===== config.mk =====
export PLATFORM = sky130hd
export DESIGN_NAME = forward_hazard_unit
export DESIGN_NICKNAME = d
export VERILOG_FILES = /design/src/rtl/fhu_pkg.sv /design/src/rtl/fhu_operand_match.sv /design/src/rtl/forward_hazard_unit.sv
export SDC_FILE = /design/constraint.sdc
export NUM_CORES = 1
export LEC_CHECK = 0
export CAP_MARGIN = 10
export CORE_UTILIZATION = 45
export DETAILED_ROUTE_END_ITERATION = 16
export GPL_ROUTABILITY_DRIVEN = 0
export PLACE_DENSITY_LB_ADDON = 0.05
export SETUP_SLACK_MARGIN = 0.1
export SYNTH_ARGS = -nofsm -noshare
export SYNTH_HDL_FRONTEND = slang
export SYNTH_SLANG_ARGS = --single-unit

===== constraint.sdc =====
create_clock -name clock -period 3.4 [get_ports clock]
set_clock_uncertainty 0.1 [all_clocks]
set_input_delay 0.68 -clock clock [delete_from_list [all_inputs] [get_ports clock]]
set_output_delay 0.68 -clock clock [all_outputs]
set_load 0.01 [all_outputs]

===== src/rtl/fhu_pkg.sv =====
// Shared definitions for the forwarding/hazard unit: default geometry,
// bypass-select encodings and the scoreboard entry layout.
package fhu_pkg;

    localparam int REG_W_DEF      = 5;
    localparam int NUM_STAGES_DEF = 2;
    localparam int LOAD_READY_DEF = 2;
    localparam int MD_LATENCY_DEF = 32;

    // Bypass selects: 0 is the register file, k is producer stage k,
    // all-ones is the mult/div result.
    localparam int SEL_RF = 0;

    // One scoreboard slot (default register width).
    typedef struct packed {
        logic                 valid;
        logic [REG_W_DEF-1:0] rd;
        logic                 is_load;
    } sb_entry_t;

    // Select width must hold 0, every stage index and the all-ones MD code.
    function automatic int sel_width(input int num_stages);
        return $clog2(num_stages + 2);
    endfunction

endpackage


===== src/rtl/fhu_operand_match.sv =====
// Per-operand bypass selection: finds the youngest in-flight producer of
// one source register and reports load-use and mult/div hazards on it.
module fhu_operand_match
    import fhu_pkg::*;
#(
    parameter int REG_W      = REG_W_DEF,
    parameter int NUM_STAGES = NUM_STAGES_DEF,
    parameter int LOAD_READY = LOAD_READY_DEF,
    parameter int SEL_W      = sel_width(NUM_STAGES_DEF)
) (
    input  logic [REG_W-1:0]                  src,
    input  logic [NUM_STAGES:1]               sb_valid,
    input  logic [NUM_STAGES:1]               sb_load,
    input  logic [NUM_STAGES:1][REG_W-1:0]    sb_rd,
    input  logic                              md_busy,
    input  logic                              md_done,
    input  logic [REG_W-1:0]                  md_rd,
    output logic [SEL_W-1:0]                  sel,
    output logic                              load_hazard,
    output logic                              md_hazard
);

    localparam logic [SEL_W-1:0] SEL_MD = '1;

    logic [SEL_W-1:0] sb_sel_s;
    logic             sb_load_hz_s;
    logic             md_match_s;

    // Walk oldest to youngest so the youngest matching producer overwrites older ones.
    always_comb begin
        sb_sel_s     = SEL_W'(SEL_RF);
        sb_load_hz_s = 1'b0;
        for (int k = NUM_STAGES; k >= 1; k--) begin
            sb_load_hz_s = (sb_valid[k] && (sb_rd[k] == src) && (src != '0))
                           ? (sb_load[k] && (k < LOAD_READY)) : sb_load_hz_s;
            sb_sel_s     = (sb_valid[k] && (sb_rd[k] == src) && (src != '0))
                           ? ((sb_load[k] && (k < LOAD_READY)) ? SEL_W'(SEL_RF) : SEL_W'(k))
                           : sb_sel_s;
        end
    end

    // A pending mult/div result on this register overrides the scoreboard choice.
    always_comb begin
        md_match_s = md_busy && (md_rd == src) && (src != '0);
        if (md_match_s && md_done) begin
            sel         = SEL_MD;
            load_hazard = 1'b0;
            md_hazard   = 1'b0;
        end else if (md_match_s) begin
            sel         = SEL_W'(SEL_RF);
            load_hazard = sb_load_hz_s;
            md_hazard   = 1'b1;
        end else begin
            sel         = sb_sel_s;
            load_hazard = sb_load_hz_s;
            md_hazard   = 1'b0;
        end
    end

endmodule


===== src/rtl/forward_hazard_unit.sv =====
// Operand forwarding and interlock unit beside the DX latch.
// Keeps a shift scoreboard of in-flight destination registers, picks the
// bypass source per operand and raises the pipeline stall.
// Optional feature: define MULTDIV_EN to track a multi-cycle mult/div unit.
module forward_hazard_unit
    import fhu_pkg::*;
#(
    parameter int REG_W      = REG_W_DEF,
    parameter int NUM_STAGES = NUM_STAGES_DEF,
    parameter int LOAD_READY = LOAD_READY_DEF,
    parameter int MD_LATENCY = MD_LATENCY_DEF,
    localparam int SEL_W     = sel_width(NUM_STAGES)
) (
    input  logic             clock,
    input  logic             reset,
    input  logic             dx_valid,
    input  logic [REG_W-1:0] dx_src1,
    input  logic [REG_W-1:0] dx_src2,
    input  logic             dx_we,
    input  logic [REG_W-1:0] dx_rd,
    input  logic             dx_is_load,
    input  logic             dx_is_md,
    input  logic             flush,
    output logic [SEL_W-1:0] bypass_a,
    output logic [SEL_W-1:0] bypass_b,
    output logic             stall,
    output logic             md_busy
);

    logic [NUM_STAGES:1]            sb_valid_r;
    logic [NUM_STAGES:1]            sb_load_r;
    logic [NUM_STAGES:1][REG_W-1:0] sb_rd_r;

    logic             push_s;
    logic             stall_s;
    logic             load_hz_a_s, load_hz_b_s;
    logic             md_hz_a_s, md_hz_b_s;
    logic             md_busy_s, md_done_s;
    logic             md_struct_hz_s;
    logic [REG_W-1:0] md_rd_s;
    logic             dx_md_op_s;

`ifdef MULTDIV_EN
    localparam int CNT_W = $clog2(MD_LATENCY + 1);

    logic [CNT_W-1:0] md_cnt_r;
    logic [REG_W-1:0] md_rd_r;
    logic             md_busy_r;
    logic             md_issue_s;

    assign md_busy_s  = md_busy_r;
    assign md_done_s  = md_busy_r && (md_cnt_r == CNT_W'(1));
    assign md_rd_s    = md_rd_r;
    assign dx_md_op_s = dx_is_md;
    assign md_issue_s = dx_is_md && dx_valid && !stall_s && !flush;

    // Issue of a second mult/div or a write to the pending register must wait for the done cycle.
    always_comb begin
        if (md_busy_r && !md_done_s) begin
            md_struct_hz_s = dx_is_md ||
                             (dx_we && (dx_rd == md_rd_r) && (dx_rd != '0));
        end else begin
            md_struct_hz_s = 1'b0;
        end
    end

    // Mult/div countdown: load on issue, count down, release after the done cycle.
    always_ff @(posedge clock or negedge reset) begin
        if (!reset) begin
            md_cnt_r  <= '0;
            md_rd_r   <= '0;
            md_busy_r <= 1'b0;
        end else if (md_issue_s) begin
            md_cnt_r  <= CNT_W'(MD_LATENCY);
            md_rd_r   <= dx_we ? dx_rd : '0;
            md_busy_r <= 1'b1;
        end else begin
            md_cnt_r  <= (md_cnt_r != '0) ? md_cnt_r - CNT_W'(1) : md_cnt_r;
            md_rd_r   <= md_rd_r;
            md_busy_r <= md_busy_r && !md_done_s;
        end
    end
`else
    localparam int unused_md_latency = MD_LATENCY;
    logic unused_md_s;

    assign unused_md_s    = dx_is_md;
    assign md_busy_s      = 1'b0;
    assign md_done_s      = 1'b0;
    assign md_rd_s        = '0;
    assign dx_md_op_s     = 1'b0;
    assign md_struct_hz_s = 1'b0;
`endif

    fhu_operand_match #(
        .REG_W      (REG_W),
        .NUM_STAGES (NUM_STAGES),
        .LOAD_READY (LOAD_READY),
        .SEL_W      (SEL_W)
    ) u_match_a (
        .src         (dx_src1),
        .sb_valid    (sb_valid_r),
        .sb_load     (sb_load_r),
        .sb_rd       (sb_rd_r),
        .md_busy     (md_busy_s),
        .md_done     (md_done_s),
        .md_rd       (md_rd_s),
        .sel         (bypass_a),
        .load_hazard (load_hz_a_s),
        .md_hazard   (md_hz_a_s)
    );

    fhu_operand_match #(
        .REG_W      (REG_W),
        .NUM_STAGES (NUM_STAGES),
        .LOAD_READY (LOAD_READY),
        .SEL_W      (SEL_W)
    ) u_match_b (
        .src         (dx_src2),
        .sb_valid    (sb_valid_r),
        .sb_load     (sb_load_r),
        .sb_rd       (sb_rd_r),
        .md_busy     (md_busy_s),
        .md_done     (md_done_s),
        .md_rd       (md_rd_s),
        .sel         (bypass_b),
        .load_hazard (load_hz_b_s),
        .md_hazard   (md_hz_b_s)
    );

    // Stall only for a live, unflushed DX instruction; decides whether DX enters the scoreboard.
    always_comb begin
        if (dx_valid && !flush) begin
            stall_s = load_hz_a_s || load_hz_b_s || md_hz_a_s || md_hz_b_s || md_struct_hz_s;
            push_s  = dx_we && !stall_s && !dx_md_op_s;
        end else begin
            stall_s = 1'b0;
            push_s  = 1'b0;
        end
    end

    assign stall   = stall_s;
    assign md_busy = md_busy_s;

    // Scoreboard shift: always advances; a stalled, flushed or non-writing DX inserts a bubble.
    always_ff @(posedge clock or negedge reset) begin
        if (!reset) begin
            sb_valid_r <= '0;
            sb_load_r  <= '0;
            sb_rd_r    <= '0;
        end else begin
            sb_valid_r[1] <= push_s;
            sb_load_r[1]  <= push_s && dx_is_load;
            sb_rd_r[1]    <= push_s ? dx_rd : '0;
            for (int k = 2; k <= NUM_STAGES; k++) begin
                sb_valid_r[k] <= sb_valid_r[k-1];
                sb_load_r[k]  <= sb_load_r[k-1];
                sb_rd_r[k]    <= sb_rd_r[k-1];
            end
        end
    end

endmodule

After elaboration in Yosys (flattened, before gate mapping) --
Cells that the tools add are included.
Storage, ports and cells: input bits 22, output and inout port bits 6, logic and storage cells 34, register bits 13
Cells by class: mux-type cells 10, reduce and logical (&&, ||, !) cells 16, equal/unequal tests 4
Operator list (number):
- 5-bit equality test | 4
- 1-bit logical AND | 11
- 5-bit nonzero test | 2
- 2-bit 2-to-1 mux | 4
- 1-bit 2-to-1 mux | 5
- 5-bit 2-to-1 mux | 1
- 1-bit logical NOT | 2
- 1-bit logical OR | 1

Depth between registers and ports, before layout --
depth in word-level cells 9, depth in mapped cells 5, mapped depth without buffers 5

Modules after synthesis --
From an unflattened synthesis, not the netlist that was laid out.
Unflattened totals: cells, all modules 90, area total of the unflattened synthesis 978.4 sq um
By module, submodules not included:
- fhu_operand_match | times used 2, cells an instance 32, area an instance 261.5 sq um
- forward_hazard_unit | times used 1, cells an instance 26, area an instance 455.4 sq um

Worst setup path before layout --
No wires, ideal clock.
path type input port to output port, start point input port dx_src1[1], end point output port bypass_a[1], cell stages on the path 4, slack 0.784 ns, arrival time 1.836 ns, path through or4_1 > nor2_2 > nor4_1 > nor4_1
Between the ends: cells in the longest elaborated chain, start to end 5
RTL lines:
- start: declaration | RTL line forward_hazard_unit.sv:17 | input logic [REG_W-1:0] dx_src1,
- 5-bit equality test | RTL line fhu_operand_match.sv:36 | sb_sel_s = (sb_valid[k] && (sb_rd[k] == src) && (src != '0))
- 1-bit logical AND (2 in a row) | RTL line fhu_operand_match.sv:36
- 2-bit 2-to-1 mux | RTL line fhu_operand_match.sv:37 | ? ((sb_load[k] && (k < LOAD_READY)) ? SEL_W'(SEL_RF) : SEL_W'(k))
- 2-bit 2-to-1 mux (*) | RTL line fhu_operand_match.sv:37
- end: declaration | RTL line forward_hazard_unit.sv:24 | output logic [SEL_W-1:0] bypass_a,
Every way passes the cells marked *; elsewhere a longest branch is shown, timed or not.

Worst setup path after layout --
Same ends and word-level chain as after synthesis.

==> impl_metrics.toml <==
[run_status]
run_status = "finished, final reports clean"

[synthesis]
async_flop_share_pct = 100.0
ys_top_cells_by_area = "dfrtp_1 (44%), xnor2_1 (19%), nor3b_2 (10%)"
synth_warnings = 0
avgSynthCellArea_sq_um = 11.85
synth_flop_cell = "dfrtp_1"
yosys.cell_types.count = 18
synth_compound_area_share_pct = 2.044
synth_fa_ha_area_share_pct = 0
post-synth-top-area-cell = "dfrtp_1"
synth_xor_area_share_pct = 23.85
synth-seq-cells = 13
synth-seq-area-share_pct = 44.29
synth_edf_count = 0
synth_area_sq_um = 734.5
synth_most_common_cell = "xnor2_1"
synth_top_area_share_pct = 44.29
synth_top_family_by_area = "simple AND/OR/NAND/NOR gates"
netlist_instances = 62
syn_nets = 84
yosys-top-cells-count = "xnor2_1 (16), dfrtp_1 (13), nor3b_2 (6)"
synthMuxAreaShare_pct = 0
synthSimpleGateAreaFrac_pct = 28.28

[layout]
multi_input_area_sq_um = 442.9
nFillCells = 107
fin_util_pct = 75.86
syn_to_final_growth_pct = 57.41
ff_latch_area_sq_um = 325.3
nets = 126
drive_above_1_share_pct = 31.07
diodes = 0

[power_and_ir_drop]
powerDensity_nw_per_um2 = 276.5
peakVddDrop_uv = 271.5
power.total_mw = 0.3196
p_leak_nw = 0.5050

[drt]
drt-initial-drc-count = 3
ant_nets = 0
drc_errors = 0
routedWlPerCell_um = 14.03
wl_mm = 1.670
drtPass1Iterations = 4
avgViaCountPerCell = 5.126
via_count = 610

[worst_setup_path]
crit_arrival_ns = 2.51
critPathMostFrequentCell = "buf_4"
end_kind = "primary output"
cp-start-kind = "input pin"
critPathTopFamily = "buffers and inverters"
crit_chain = "clkdlybuf4s50_1 -> or4_4 -> nor2_4 -> buf_4 -> buf_4 -> buf_4 -> buf_4 -> buf_4 -> nor4_2 -> buf_2"
reg2reg_from = "sb_rd_r[4]"
cp-startpoint = "dx_src1[1]"
cp_max_fo = 2
worstSetupPathType = "in -> out"
slowest_stage = "or4_4"
worstPathRequired_ns = 2.62
cpPeakStageDelay_ns = 0.56
cp.buffers_inverters = 7

[sta]
slew_violations = 0
fin_hold_ws_ns = 0.3290
max_slew_margin_pct = 64.11
min_period_ns = 3.291
max_freq_ghz = 0.3039
rsz0062_at_grt = "true"
final.setup.worst_slack_ns = 0.1094
final_hold_viol_count = 0
fin_crit_sh_pct = 96.78
tightest_slew_ns = 0.5366
tns_ns = 0
setup_viol = 0

[global_routing]
grt_pass1_wl_mm = 2.801
top_usage_layer = "met2"
first_global_vias = 655
track_usage_pct = 21.79
met3_usage_pct = 1.724
grt_antenna_before_repair = 0
grtUsageMet1_pct = 23.12
overflow = 0
grt_max_degree = 14
grt_util_met2_pct = 38.15

[die]
start_util_pct = 48.19
die_area_sq_um = 1798
io_pins = 28
design.core.area_sq_um = 1524
die_h_um = 42.40
fp.dieW_um = 42.40
rows = 14

[cts]
clkSlewWorstSetupHoldPaths_ns = 0.07
cts_buffer_depth = 2
cts_made_buffers = 3
cts_hold_buf = 0
cts_sinks = 13
htree_levels = 1
cts_tree = "done"
root_buffer = "clkbuf_4"
clkLatencyLatePin_ns = 0.26

[job]
drv_cap = 0

[place]
hpwlAfterDp_mm = 1.224
portBuffers = 25
place_ws_ns = -0.1792

[hold_path]
hp-start = "sb_valid_r[1]"
min_path_type = "reg -> reg"
==> flip-flops by register name (all words and copies together), names as in the netlist <==
register,cells
sb_rd_r,10
sb_valid_r,2
sb_load_r,1
==> worst reg2reg max path: cells and delay by family, from the launching register on <==
family	cells	cell delay (ns)
AOI/OAI and AO/OA	1	0.17
xor gates and xnor gates	1	0.19
buffers and inverters	1	0.16
DFF	1	0.42
and+or+nand+nor	3	0.62
==> worst paths after layout <==
path | endpoint | slack [ns] | cells past startpoint
max | bypass_a[1] | 0.11 | 10
min | sb_valid_r[2] | 0.33 | 0
max reg2reg | sb_rd_r[0] | 1.63 | 6
min reg2reg | sb_valid_r[2] | 0.33 | 0
max in group asynchronous | sb_load_r[1] | 2.18 | 1
min in group asynchronous | sb_rd_r[6] | 0.66 | 1
==> cells by family after synthesis <==
kind of cell	Yosys count
compound gates	1
xor+xnor	20
buf+inv	1
flops	13
other cells	1
simple gates	26
==> cell type report <==
cell class | instances | share of cell area, %
multi-input combinational | 48 | 38.31
timing repair buffer | 38 | 29.55
sequential | 13 | 28.14
clock buffer | 4 | 2.273
tap | 16 | 1.732
==> through the flow <==
step	cells	instance area, sq um
finish	119	1156
global route	119	1156
CTS	119	1136
global placement	110	1057
floorplan	62	734.5
detailed placement	110	1057
==> power breakdown <==
part	switching (mW)	internal (mW)	leakage, nW
Clock	0.0439	0.0454	0.0150
Combinational	0.0265	0.0408	0.312
Sequential	0.00425	0.159	0.178
==> layer usage <==
metal / wire length, um / share of wire, %
met4: 88 / 5.3
met2: 889 / 53
met3: 64 / 3.8
met5: 0 / 0
met1: 628 / 38
==> repair_timing <==
action,in CTS,in global routing
gates cloned,0,0
setup buffers,5,0
gates resized for setup,13,5
pin swaps,1,1
setup endpoints to repair,5,4
==> placed cells by master (no fill, tap or decap), types with 2 or more instances in the layout <==
cell	instances
nor3b_2	6
clkdlybuf4s50_1	17
xnor2_1	16
dlygate4sd2_1	5
nand4_1	4
nor2b_1	2
clkbuf_4	3
nand2_1	3
dlymetal6s2s_1	2
nor2_4	2
buf_4	13
xor2_1	4
or4_4	2
dfrtp_1	13
nor4_4	2
Note: power is estimated with default switching activity, not from simulation.
